<file path="src/rtl/mem_arbiter.sv">
// mem_arbiter: two-requester (instruction / data) arbiter in front of a
// single RAM port. The RAM reports progress through ramstate; a request
// completes on the ACCESS cycle and the matching counter increments.
// Optional feature: define ARB_ROUND_ROBIN_EN to alternate grants when both
// sides are pending. Without it, data always wins over instruction.
module mem_arbiter #(
  parameter int ADDR_W = 32,
  parameter int DATA_W = 32
) (
  input  logic              CLK,
  input  logic              nRST,
  input  logic              iREN,
  input  logic [ADDR_W-1:0] iaddr,
  output logic [DATA_W-1:0] iload,
  output logic              iwait,
  input  logic              dREN,
  input  logic              dWEN,
  input  logic [ADDR_W-1:0] daddr,
  input  logic [DATA_W-1:0] dstore,
  output logic [DATA_W-1:0] dload,
  output logic              dwait,
  output logic              ramREN,
  output logic              ramWEN,
  output logic [ADDR_W-1:0] ramaddr,
  output logic [DATA_W-1:0] ramstore,
  input  logic [DATA_W-1:0] ramload,
  input  logic [1:0]        ramstate,
  output logic [31:0]       icount,
  output logic [31:0]       dcount
);

  localparam logic [1:0] RS_ACCESS = 2'b10;
  localparam logic [1:0] RS_ERROR  = 2'b11;

  typedef enum logic [1:0] {
    IDLE  = 2'd0,
    ISERV = 2'd1,
    DSERV = 2'd2
  } state_t;

  state_t      r_state;
  state_t      w_next;
  logic [31:0] r_icount;
  logic [31:0] r_dcount;
  logic        w_dreq;
  logic        w_grant_d;
  logic        w_icomplete;
  logic        w_dcomplete;

  // A write takes precedence over a read when both strobes are high, but
  // either one counts as a pending data request.
  assign w_dreq = dREN | dWEN;

`ifdef ARB_ROUND_ROBIN_EN
  // r_prio_d set: data wins a tie; flipped to the other side on each completion.
  logic r_prio_d;

  // Last-grant pointer: after a data completion instruction is preferred, and vice versa.
  always_ff @(posedge CLK or negedge nRST) begin
    if (!nRST) begin
      r_prio_d <= 1'b1;
    end else if (w_dcomplete) begin
      r_prio_d <= 1'b0;
    end else if (w_icomplete) begin
      r_prio_d <= 1'b1;
    end
  end

  assign w_grant_d = w_dreq & (~iREN | r_prio_d);
`else
  assign w_grant_d = w_dreq;
`endif

  // State register; reset aborts any transaction in flight.
  always_ff @(posedge CLK or negedge nRST) begin
    if (!nRST) begin
      r_state <= IDLE;
    end else begin
      r_state <= w_next;
    end
  end

  // Completion counters, wrapping naturally at 32 bits.
  always_ff @(posedge CLK or negedge nRST) begin
    if (!nRST) begin
      r_icount <= '0;
      r_dcount <= '0;
    end else begin
      if (w_icomplete) r_icount <= r_icount + 32'd1;
      if (w_dcomplete) r_dcount <= r_dcount + 32'd1;
    end
  end

  assign icount = r_icount;
  assign dcount = r_dcount;

  // Next-state and RAM/requester outputs; an unserved requester always waits on its own request.
  always_comb begin
    w_next      = r_state;
    ramREN      = 1'b0;
    ramWEN      = 1'b0;
    ramaddr     = '0;
    ramstore    = '0;
    iload       = '0;
    dload       = '0;
    iwait       = iREN;
    dwait       = w_dreq;
    w_icomplete = 1'b0;
    w_dcomplete = 1'b0;
    case (r_state)
      IDLE: begin
        if (w_grant_d) begin
          w_next = DSERV;
        end else if (iREN) begin
          w_next = ISERV;
        end
      end
      ISERV: begin
        ramaddr = iaddr;
        if (!iREN) begin
          // Requester gave up: strobe already low, go back without counting.
          w_next = IDLE;
        end else begin
          ramREN = 1'b1;
          case (ramstate)
            RS_ACCESS: begin
              iwait       = 1'b0;
              iload       = ramload;
              w_icomplete = 1'b1;
              w_next      = IDLE;
            end
            RS_ERROR: w_next = IDLE;
            default:  w_next = ISERV;
          endcase
        end
      end
      DSERV: begin
        ramaddr = daddr;
        if (!w_dreq) begin
          w_next = IDLE;
        end else begin
          ramREN = dREN & ~dWEN;
          ramWEN = dWEN;
          if (dWEN) ramstore = dstore;
          case (ramstate)
            RS_ACCESS: begin
              dwait       = 1'b0;
              dload       = ramload;
              w_dcomplete = 1'b1;
              w_next      = IDLE;
            end
            RS_ERROR: w_next = IDLE;
            default:  w_next = DSERV;
          endcase
        end
      end
      default: w_next = IDLE;
    endcase
  end

endmodule

</file>
<file path="config.mk">
export PLATFORM = sky130hd
export DESIGN_NAME = mem_arbiter
export DESIGN_NICKNAME = d
export VERILOG_FILES = /design/src/rtl/mem_arbiter.sv
export SDC_FILE = /design/constraint.sdc
export NUM_CORES = 1
export LEC_CHECK = 0
export CORE_AREA = 8 8 127 129
export CTS_BUF_LIST = sky130_fd_sc_hd__clkbuf_8 sky130_fd_sc_hd__clkbuf_16
export CTS_CLUSTER_SIZE = 20
export DETAILED_ROUTE_END_ITERATION = 8
export DIE_AREA = 0 0 135 137
export PLACE_DENSITY_LB_ADDON = 0.1
export SLEW_MARGIN = 20
export SYNTH_ARGS = -nofsm -noshare
export SYNTH_HDL_FRONTEND = slang
export SYNTH_SLANG_ARGS = --single-unit
</file>
<file path="constraint.sdc">
create_clock -name CLK -period 2 [get_ports CLK]
set_input_delay 0.5 -clock CLK [delete_from_list [all_inputs] [get_ports CLK]]
set_output_delay 0.5 -clock CLK [all_outputs]
set_load 0.005 [all_outputs]
</file>
==> results of run 1 <==
## final timing paths
check | to | cells past startpoint | start
max | ramaddr[17] | 8 | r_state[1]
min | dcount[21] | 1 | nRST
max reg2reg | dcount[15] | 8 | r_state[1]
min reg2reg | dcount[29] | 1 | dcount[29]
max in group asynchronous | icount[2] | 2 | nRST
min in group CLK | dcount[29] | 1 | dcount[29]
## cells in the mapped netlist
cell      number  area (um2)
a22oi_1       32         240
nand3_1       21         105
buf_1          1        3.75
mux2_2         1        11.3
o31ai_1        1        7.51
o211ai_1       1        7.51
ha_1           6        75.1
buf_2          5        25.0
nor4_2         4        50.1
clkbuf_1      23        86.3
buf_4          2        15.0
a32o_1         1        10.0
nand4b_2       1        15.0
nand4_1       30         188
and3_1        38         238
a21oi_1        1        5.00
nor4_4         1        21.3
nor2_1        11        41.3
dfrtp_1       66        1650
and4_1         3        26.3
nor3_1         9        45.0
inv_1         11        41.3
or4b_2         1        10.0
nor2b_1       34         213
nor4_1         3        18.8
xor2_1        13         114
or2_2          1        6.26
nand2_1       24        90.1
or4b_1         2        20.0
o31a_1         1        8.76
o21ai_0        2        10.0
nor4b_1        1        8.76
and2_1        70         438
nand4b_1       2        17.5
xnor2_1       49         429
nand3b_4       1        20.0
## cell usage in the layout, fill, tap and decap left out, types with 4 or more instances in the layout
master and n:
clkdlybuf4s50_1 193, buf_6 104, dfrtp_1 66, buf_2 59
xnor2_1 47, and2_4 36, and2_1 34, a22oi_2 32
and3_4 31, nand4_1 30, buf_4 30, nand2_1 23
nor2b_1 21, nand3_1 21, xor2_1 13, clkbuf_16 13
nor2b_4 10, inv_1 9, and3_1 7, buf_12 7
nor2_1 6, buf_8 6, nor2_4 5, nor3_1 5
buf_16 4
## final cells by class
class	count	area, um2
inverters	11	41.3
flip-flops and latches	66	1650
multi-input cells	365	3140
clock buffers	10	239
well taps	184	230
diodes	3	7.51
repair buffers	411	4100
fillers	1093	4740
clock inverters	5	55.1
## flip-flops by register name (all words and copies together) (netlist names)
| name | count |
|---|---|
| icount | 32 |
| r_state | 2 |
| dcount | 32 |
## stage by stage
step / utilization / setup slack, ns
after floorplan: - / -0.0217
after global placement: 0.571 / -0.762
after detailed placement: 0.571 / -0.754
after CTS: 0.627 / -0.407
after global routing: 0.666 / -0.375
final: 0.666 / -0.329
## per-layer routing
metal	GRT usage	share of wire
met3	0.0877	0.081
met2	0.400	0.51
met5	0	0
met1	0.247	0.38
met4	0.0777	0.024
## power groups by stage
stage / combinational (mW) / clock (mW) / sequential (mW)
2_1_floorplan: 0.867 / 0 / 1.49
3_3_place_gp: 2.30 / 0 / 1.49
3_5_place_dp: 2.34 / 0 / 1.49
4_1_cts: 3.40 / 1.58 / 1.47
5_1_grt: 4.01 / 1.65 / 1.49
6_report: 3.80 / 1.56 / 1.48
## kinds of logic (layout without fill, tap and decap cells)
family,count (synthesis),after routing,synth area share
AOI/OAI and AO/OA,39,39,0.0670
buffers and inverters,42,437,0.0397
other,0,3,0
xor gates and xnor gates,62,62,0.126
muxes,1,1,0.00261
DFF,66,66,0.383
and+or+nand+nor,257,257,0.364
adders and majority gates,6,6,0.0174
## critical path, cell delays in order (launching register included)
cell	delay (ns)
dfrtp_1	0.40
buf_6	0.14
ha_4	0.20
buf_12	0.16
buf_16	0.14
buf_6	0.11
a22oi_2	0.13
nor2b_1	0.07
buf_2	0.15
## what timing repair did
action | in CTS | in global routing
endpoints found under the setup margin | 161 | 148
setup buffers | 24 | 9
gates cloned | 9 | 7
resized for setup | 638 | 176
pin swaps | 8 | 50
==> run summary, run 1 <==
P_sw - 2.10 mW
Synth-to-Final Area Change - 119%
Clock-pin slew on the worst setup and hold paths - 0.05 ns
Core area - 14,200 um2
Non-Filler Instances - 1,055
Hold slack - 0.173 ns
Total gr overflow - 0
Fin. max-slew vios - 0
H-tree depth - 3
Worst min path class - input port to async pin
# DRC - 0
Post-route setup slack - -0.329 ns
Die area - 18,500 um2
RSZ-0062 raised after global routing - yes
Detail Route Antenna Nets - 0
Via count - 5,225
Syn Std Cell Area - 4310 um2
Rows - 44
Die Width - 135 um
Net count, final - 1,005
Slew headroom - 0.606
Reg power frac - 0.216
Period Utilization, post-route - 1.16
Max-capacitance violation count - 0
Input/output buffers - 330
Clock network power share - 0.228
Post-synthesis sequential area ratio - 0.383
Fin crit period - 2.33 ns
Starting density of the core - 0.304
Mapped Nets - 614
Final instance area - 9470 um2
Synth cell types - 36
Net Sw Frac - 0.308
Num ports - 331
Peak VDD IR - 510 uV
Vias in the first global route - 5,430
Critical Path AT - 1.83 ns
Critical path class - register to primary output
Initial DRC count - 267
P_int - 4.73 mW
Die H - 137 um
Maximum clock frequency - 0.429 GHz
Crit start category - register
Initial antenna violation count - 3
Total GRT Usage - 0.228
Setup TNS Final - -24.83 ns
Synth warnings - 0
Logic pwr share - 0.556
Hpwl dp - 16.4 mm
Total CTS buffers - 9
Placed cell areas - 8110 um2
Clk_lat worst skew - 0.33 ns
Syn Area/Cell - 9.12 um2
Worst Path Max Fanout - 7
Status - finished, violations left
Final setup vio count - 135
Final hold vios - 0
Pre-antenna DRT Iters - 4
Placed Cells - 999
Cell Pwr Density - 722 nW/um2
Global-route wire length before repair - 32.6 mm
Worst-case clock buffer depth - 2
Root Buffer - clkbuf_16
Worst-Margin Slew - 0.591 ns
Setup slack, reg-to-reg - -0.12 ns
Seq cells post-synth - 66
Largest net degree at the start of global routing - 34
Clk sinks - 66
Share of cells above drive strength 1 - 0.426
Synth Instances - 473
Via density - 4.95
Critical path endpoint category - primary output
CTS tree - yes
Overall Power - 6.83 mW
Lkg Pwr - 4.21 nW
Final wirelength - 22.8 mm
Failing checks - negative setup slack
Critical Path RT - 1.50 ns
Final setup skew - 0.00727 ns
Gpl congestion - 0.859
Cts hold-fix bufs - 0
WL per Instance - 21.6 um
(Power assumes the default switching activity.)
==> run 2: changes to the inputs <==
CELL_PAD_IN_SITES_DETAIL_PLACEMENT = 0   (was unset)
CELL_PAD_IN_SITES_GLOBAL_PLACEMENT = 1   (was unset)
CORE_AREA = 8 8 153 155   (was 8 8 127 129)
DIE_AREA = 0 0 161 163   (was 0 0 135 137)
RECOVER_POWER = 25   (was unset)
TNS_END_PERCENT = 50   (was unset)
==> run 2 against run 1 <==
The flow finishes with violations (max-capacitance violations, max-slew violations, negative setup slack). Core utilization down 21 points. Worst hold slack better by 0.30 ns. Global-route usage down 5.6 points. Register-to-register slack better by 0.04 ns. Count of clock-buffer cells in the layout down 1. Sequential power about the same. Power down 1.2%. Critical endpoint is now dload[27]. Largest power group unchanged. Highest routed layer unchanged.
==> run summary, run 2 (synthesis results as in run 1) <==
Lkg Pwr - 4.31 nW
Setup slack, reg-to-reg - -0.08 ns
Maximum clock frequency - 0.427 GHz
Worst Path Max Fanout - 8
Max-capacitance violation count - 1
Final hold vios - 0
Die H - 163 um
Initial DRC count - 282
Hold Path Depth - 1
Total GRT Usage - 0.172
Cell Pwr Density - 714 nW/um2
Crit path depth - 9
Synth-to-Final Area Change - 119%
Crit-path cells - inv_2 > ha_4 > nand3b_4 > nor2_4 > buf_12 > buf_8 > buf_16 > and2_4 > buf_6
Fill count - 2,016
RSZ-0062 raised after global routing - yes
Hold Crit Endpoint - dcount[31]
Slowest CP cell - dfrtp_2
Clk sinks - 66
Critical Path RT - 1.50 ns
FF-to-FF path depth - 8
Net count, final - 1,008
H-tree depth - 3
Crit start category - register
Worst-case clock buffer depth - 2
Worst min path class - register to register
Total gr overflow - 0
Initial antenna violation count - 0
Most frequent cells in the layout - clkdlybuf4s50_1 (192), buf_6 (66), dfrtp_1 (65)
Overall Power - 6.75 mW
Share of cells above drive strength 1 - 0.365
Ant. Diodes - 0
Slowest cell delay on critical path - 0.45 ns
Final Util - 0.454
Worst hold start - dcount[31]
Worst-Margin Slew - 1.52 ns
Placed cell areas - 8210 um2
Failing checks - max-capacitance violations, max-slew violations, negative setup slack
Via count - 5,166
Pre-antenna DRT Iters - 4
Core area - 20,800 um2
CTS tree - yes
Detail Route Antenna Nets - 0
Input/output buffers - 330
Largest net degree at the start of global routing - 67
Status - finished, violations left
Die area - 26,200 um2
Final instance area - 9460 um2
Cell family with most CP delay - buffers and inverters
Critical R2R Launch - r_state[0]
Critical Path AT - 1.84 ns
Period Utilization, post-route - 1.17
Starting density of the core - 0.207
Total CTS buffers - 9
Final setup skew - 0.00909 ns
Setup TNS Final - -34.20 ns
Global-route wire length before repair - 34.7 mm
RR Endpoint - dcount[13]
Slew headroom - -0.0138
Worst path buffer plus inverter count - 5
Final wirelength - 23.9 mm
Gpl congestion - 0.824
Clock-pin slew on the worst setup and hold paths - 0.06 ns
Critical path class - register to primary output
Die Width - 161 um
Hpwl dp - 17.8 mm
Root Buffer - clkbuf_16
Vias in the first global route - 5,297
Fin. max-slew vios - 67
Final setup vio count - 141
Rows - 53
# DRC - 0
Most common cell after layout, fill and taps aside - clkdlybuf4s50_1
Clk_lat worst skew - 0.33 ns
Peak VDD IR - 320 uV
Via density - 4.50
Post-route setup slack - -0.344 ns
Critical path endpoint category - primary output
WL per Instance - 20.8 um
Fin crit period - 2.34 ns
Num ports - 331
## run 2: cell count changes in the layout (fill, tap and decap cells not counted), sizes merged
| cell | previous run | this run |
|---|---|---|
| bufbuf | 0 | 1 |
| diode | 3 | 0 |
| clkinvlp | 2 | 1 |
| clkdlybuf4s50 | 193 | 192 |
| dlymetal6s2s | 0 | 1 |
| dlygate4sd2 | 3 | 17 |
| inv | 11 | 12 |
| clkbuf | 14 | 19 |
| buf | 210 | 184 |
| clkdlybuf4s15 | 1 | 9 |
| bufinv | 1 | 3 |
## run 2: worst max-delay path by stage
stage,start,to,slack (ns)
floorplan,r_state[0],dload[10],-0.02
global placement,ramstate[1],iload[11],-0.77
detailed placement,ramstate[1],iload[11],-0.74
CTS,r_state[1],dload[8],-0.45
global route,r_state[0],dload[15],-0.41
finish,r_state[0],dload[27],-0.34
## run 2: layer usage
metal	GRT usage	vias to the layer above	share of wire
met4	0.0202	0	0.0093
met1	0.197	2517	0.40
li1	-	2439	-
met5	0	-	0
met3	0.0521	18	0.064
met2	0.316	192	0.52
## run 2: area by class of cell
cell class | count | area, um2 | area share
Sequential cell | 66 | 1650 | 0.175
Clock buffer | 9 | 225 | 0.0238
Tap cell | 275 | 344 | 0.0364
Clock inverter | 7 | 119 | 0.0126
Multi-Input combinational cell | 365 | 2920 | 0.309
Inverter | 11 | 41.3 | 0.00437
Timing Repair Buffer | 414 | 4150 | 0.439
## run 2: per-stage QoR
| stage | instances | hold slack, ns | setup WS (ns) |
|---|---|---|---|
| finish | 1147 | 0.477 | -0.344 |
| global route | 1147 | 0.506 | -0.415 |
| CTS | 1135 | 0.194 | -0.450 |
| detailed placement | 1088 | 0.466 | -0.736 |
| global placement | 1088 | 0.463 | -0.767 |
| floorplan | 473 | 0.204 | -0.0217 |
## run 2: power by group
part	internal (mW)	total [mW]	switching, mW
Clock	1.22	1.83	0.613
Sequential	1.39	1.48	0.0835
Combinational	2.11	3.44	1.33
Total	4.72	6.75	2.03
## run 2: repair_timing
action / in CTS / in global routing
pin swaps: 28 / 28
setup endpoints to repair: 179 / 176
hold buffers: 0 / 0
resized for setup: 482 / 207
endpoints found under the hold margin: 0 / 0
buffers inserted: 21 / 12
cloned: 10 / 6
==> RTL edit 1, RTL diff (settings of run 2) <==
Encoding of `state_t`: now one-hot (3 bits for 3 states).
--- a/src/rtl/mem_arbiter.sv
+++ b/src/rtl/mem_arbiter.sv
@@ -34,6 +34,6 @@
 
-  typedef enum logic [1:0] {
-    IDLE  = 2'd0,
-    ISERV = 2'd1,
-    DSERV = 2'd2
+  typedef enum logic [2:0] {
+    IDLE  = 3'b001,
+    ISERV = 3'b010,
+    DSERV = 3'b100
   } state_t;
Check against the original RTL: same outputs for any inputs over 10 cycles, from zero or initial values and one cycle with nRST low; not proved beyond that.
==> RTL edit 1 against run 2 <==
The flow still finishes with violations (max-capacitance violations, max-slew violations, negative setup slack). Sequential cell count up 1. Design area is 0.99% lower. Worst setup slack worse by 0.0070 ns. Worst hold slack got worse by 0.0074 ns. Via count increased by 2.3%. Area after synthesis grew 1.5%. Routed wire length grew 7.0%. Maximum frequency decreased by 0.30%. Total power decreased by 22%. Synthesized cell count shrank 0.85%. Largest cell class unchanged.
==> RTL edit 1: results <==
<?xml version="1.0" encoding="UTF-8"?>
<metrics>
  <group name="worst_setup_path">
    <metric name="regToRegSetupSlack" unit="ns">-0.05</metric>
    <metric name="worst_setup_endpoint" unit="">iload[24]</metric>
    <metric name="r2r_end" unit="">icount[28]</metric>
    <metric name="rr_startpoint" unit="">r_state[0]</metric>
    <metric name="slowest_delay" unit="ns">0.40</metric>
  </group>
  <group name="timing">
    <metric name="setup_total_negative_slack" unit="ns">-35.00</metric>
    <metric name="worst_clock_skew" unit="ns">0.01038</metric>
    <metric name="final-max-slew-violation-count" unit="">68</metric>
    <metric name="hold-worst-slack" unit="ns">0.4695</metric>
    <metric name="postLayoutSetupSlackWorst" unit="ns">-0.3510</metric>
    <metric name="final-setup-viol-count" unit="">139</metric>
    <metric name="max_slew_margin" unit="%">-3.622</metric>
  </group>
  <group name="power">
    <metric name="p_clk" unit="mW">1.74</metric>
    <metric name="p_total" unit="mW">5.253</metric>
    <metric name="power.ir.vdd_worst" unit="mV">0.3728</metric>
  </group>
  <group name="finish">
    <metric name="register_area" unit="sq um">1678</metric>
    <metric name="nonClkBufAreaFrac" unit="%">43.65</metric>
    <metric name="area_growth_syn_to_layout" unit="%">113.9</metric>
    <metric name="diodes" unit="">2</metric>
    <metric name="drive_above_1_share" unit="%">37.69</metric>
    <metric name="multi_input_gate_share_of_total_cell_area" unit="%">30.76</metric>
  </group>
  <group name="routing">
    <metric name="first_iter_violations" unit="">115</metric>
    <metric name="detail_route.wirelength" unit="um">25540</metric>
    <metric name="via_density_per_instance" unit="">4.662</metric>
  </group>
  <group name="run_status">
    <metric name="run_status" unit="">complete, but fails checks</metric>
    <metric name="violations" unit="">max-capacitance violations, max-slew violations, negative setup slack</metric>
  </group>
  <group name="logic_synthesis">
    <metric name="synth.mux.area_fraction" unit="%">0.5144</metric>
    <metric name="synth.lib_cells_used.distinct" unit="">43</metric>
    <metric name="synth.net_count" unit="">606</metric>
  </group>
  <group name="job">
    <metric name="maxCapViolCount" unit="">1</metric>
  </group>
  <group name="grt">
    <metric name="grt_start_max_net_pins" unit="">68</metric>
    <metric name="global_route.usage.total" unit="%">18.47</metric>
    <metric name="antenna_found_initial" unit="">4</metric>
  </group>
</metrics>
==> RTL edit 1: cell types whose count changed after synthesis, moves of 5 or more <==
cell,before,now
and2_1,70,38
clkbuf_1,23,31
and4_1,3,9
nor2b_1,34,2
nor3_2,0,8
xnor2_1,49,32
a22oi_1,32,0
nor4_1,3,8
nand3_1,21,16
and3_1,38,75
a22o_1,0,32
xor2_1,13,30
==> RTL edit 1: layer usage <==
metal	vias up	wire length, um	global-route usage, %
met5	-	37	0
met4	6	434	5.892
met3	24	1775	5.688
met2	199	14170	35.33
met1	2587	9129	18.76
li1	2471	-	-
==> RTL edit 1: what timing repair did <==
| action | in CTS | in global routing |
|---|---|---|
| hold buffers | 0 | 0 |
| endpoints found under the setup margin | 147 | 160 |
| gates cloned | 11 | 2 |
| pin swaps | 39 | 35 |
| gates resized for setup | 617 | 113 |
| buffers inserted | 22 | 10 |
==> RTL edit 2, RTL diff (settings of run 2) <==
Made on the original files. Set the parameter `DATA_W` to 36 (it was 32).
--- a/src/rtl/mem_arbiter.sv
+++ b/src/rtl/mem_arbiter.sv
@@ -7,3 +7,3 @@
   parameter int ADDR_W = 32,
-  parameter int DATA_W = 32
+  parameter int DATA_W = 36
 ) (
Ports: changed (5 resized); port bits go from 331 to 351. The function was not compared with the original's and may differ.
==> RTL edit 2 against run 2 <==
Area after synthesis rose by 1.1%. Routed wire length barely moved. Count of clock-buffer cells in the layout did not move. Cell count rose by 2.5%. Sequential cell count did not move. First-iteration DRC count fell by 42%. Critical path type unchanged. Total power fell by 5.7%. Critical endpoint is now dload[35]. Worst setup slack improved by 0.021 ns. Sequential share of layout area fell by 0.22 points. Maximum frequency rose by 0.92%. The run ends with negative setup slack left. Largest power group unchanged. Global-route usage barely moved. Design area rose by 1.3%.
==> RTL edit 2: results <==
<?xml version="1.0" encoding="UTF-8"?>
<metrics>
  <group name="finish">
    <metric name="drive_above_1_share" unit="%">38.42</metric>
    <metric name="finish.net_count" unit="">1043</metric>
    <metric name="finish.cell_count_without_fillers" unit="">1176</metric>
  </group>
  <group name="logic_synthesis">
    <metric name="synth_area_in_compound_gates" unit="%">6.745</metric>
    <metric name="synth.top_cells.by_count" unit="">78 x and2_1, 66 x dfrtp_1, 51 x and3_1</metric>
    <metric name="synthXorXnorAreaFrac" unit="%">12.46</metric>
    <metric name="synth_adder_area_share" unit="%">1.722</metric>
    <metric name="synth_seq_area_share" unit="%">37.89</metric>
    <metric name="largest_cells_by_area_after_synthesis" unit="">dfrtp_1 38%, and2_1 11%, xnor2_1 9.2%</metric>
    <metric name="synth.mux.area_fraction" unit="%">0.2583</metric>
  </group>
  <group name="timing">
    <metric name="postLayoutSetupSlackWorst" unit="ns">-0.3225</metric>
    <metric name="actual_transition_at_the_worst_max_transition_pin" unit="ns">1.497</metric>
    <metric name="final-setup-viol-count" unit="">151</metric>
    <metric name="final-max-slew-violation-count" unit="">0</metric>
    <metric name="worst_clock_skew" unit="ns">0.008653</metric>
  </group>
  <group name="routing">
    <metric name="detail_route.wirelength" unit="um">23860</metric>
    <metric name="met3RoutedLength" unit="um">1920</metric>
    <metric name="route.layer.met1.wl" unit="um">9103</metric>
    <metric name="first_iter_violations" unit="">163</metric>
  </group>
  <group name="run_status">
    <metric name="violations" unit="">negative setup slack</metric>
    <metric name="run_status" unit="">complete, but fails checks</metric>
  </group>
  <group name="grt">
    <metric name="global_route.usage.total" unit="%">17.12</metric>
    <metric name="antenna_found_initial" unit="">4</metric>
    <metric name="grt_util_met1" unit="%">18.71</metric>
    <metric name="grt_pass1_wl" unit="um">35000</metric>
    <metric name="first_global_vias" unit="">5708</metric>
    <metric name="grt_use_met2" unit="%">30.06</metric>
  </group>
  <group name="power">
    <metric name="power.ir.vdd_worst" unit="mV">0.3672</metric>
  </group>
  <group name="place">
    <metric name="place.port_buffers" unit="">350</metric>
    <metric name="finalWeightedCongestion" unit="">0.8633</metric>
  </group>
  <group name="worst_setup_path">
    <metric name="worst-path-max-fanout" unit="">6</metric>
  </group>
</metrics>
==> RTL edit 2: power by group <==
group	leakage [nW]	total, mW	internal, mW	switching, mW
Combinational	3.33	3.24	1.92	1.31
Sequential	0.901	1.46	1.39	0.0662
Clock	0.148	1.66	1.09	0.578
Total	4.38	6.36	4.40	1.96
==> RTL edit 2: area by class of cell <==
type / instances / area [sq um]
Tap cell: 275 / 344.1
Sequential cell: 66 / 1653
Clock inverter: 6 / 92.59
Antenna cell: 3 / 7.507
Clock buffer: 9 / 225.2
Inverter: 9 / 33.78
Timing Repair Buffer: 429 / 4185
Multi-Input combinational cell: 379 / 3038
Fill cell: 2011 / 11240
==> RTL edit 2: through the flow <==
stage               cell area [sq um]  utilization, %  hold WS, ns  TNS [ns]
floorplan                        4364               -       0.2044   -0.1417
global placement                 8483           40.74       0.4657    -89.83
detailed placement               8483           40.74       0.4645    -93.98
CTS                              9006           43.25       0.2023    -46.77
global route                     9579           46.00       0.4990    -43.16
finish                           9579           46.00       0.4771    -29.95
==> RTL edit 2: final timing paths <==
check                      cells after the start    endpoint  slack (ns)
setup / recovery                               8   dload[35]       -0.32
hold / removal                                 1  dcount[31]        0.48
setup reg to reg                               8  dcount[30]       -0.10
hold reg to reg                                1  dcount[31]        0.48
max in group asynchronous                      2  r_state[0]        0.36
min in group asynchronous                      2  dcount[28]        0.63
==> RTL edit 2: what timing repair did <==
action                     4_1_cts  5_1_grt
pin swaps                        8       38
setup endpoints to repair      162      172
setup buffers                   22        5
gates cloned                     7       10
resized for setup              472      282
==> RTL edit 2: critical path, cell delays in order, from the launching register on <==
cell and delay [ns]:
dfrtp_2 0.44, inv_2 0.09, ha_4 0.18, nand3b_4 0.11, nor2_4 0.13, buf_8 0.17, clkbuf_16 0.16, and2_4 0.14
buf_6 0.09
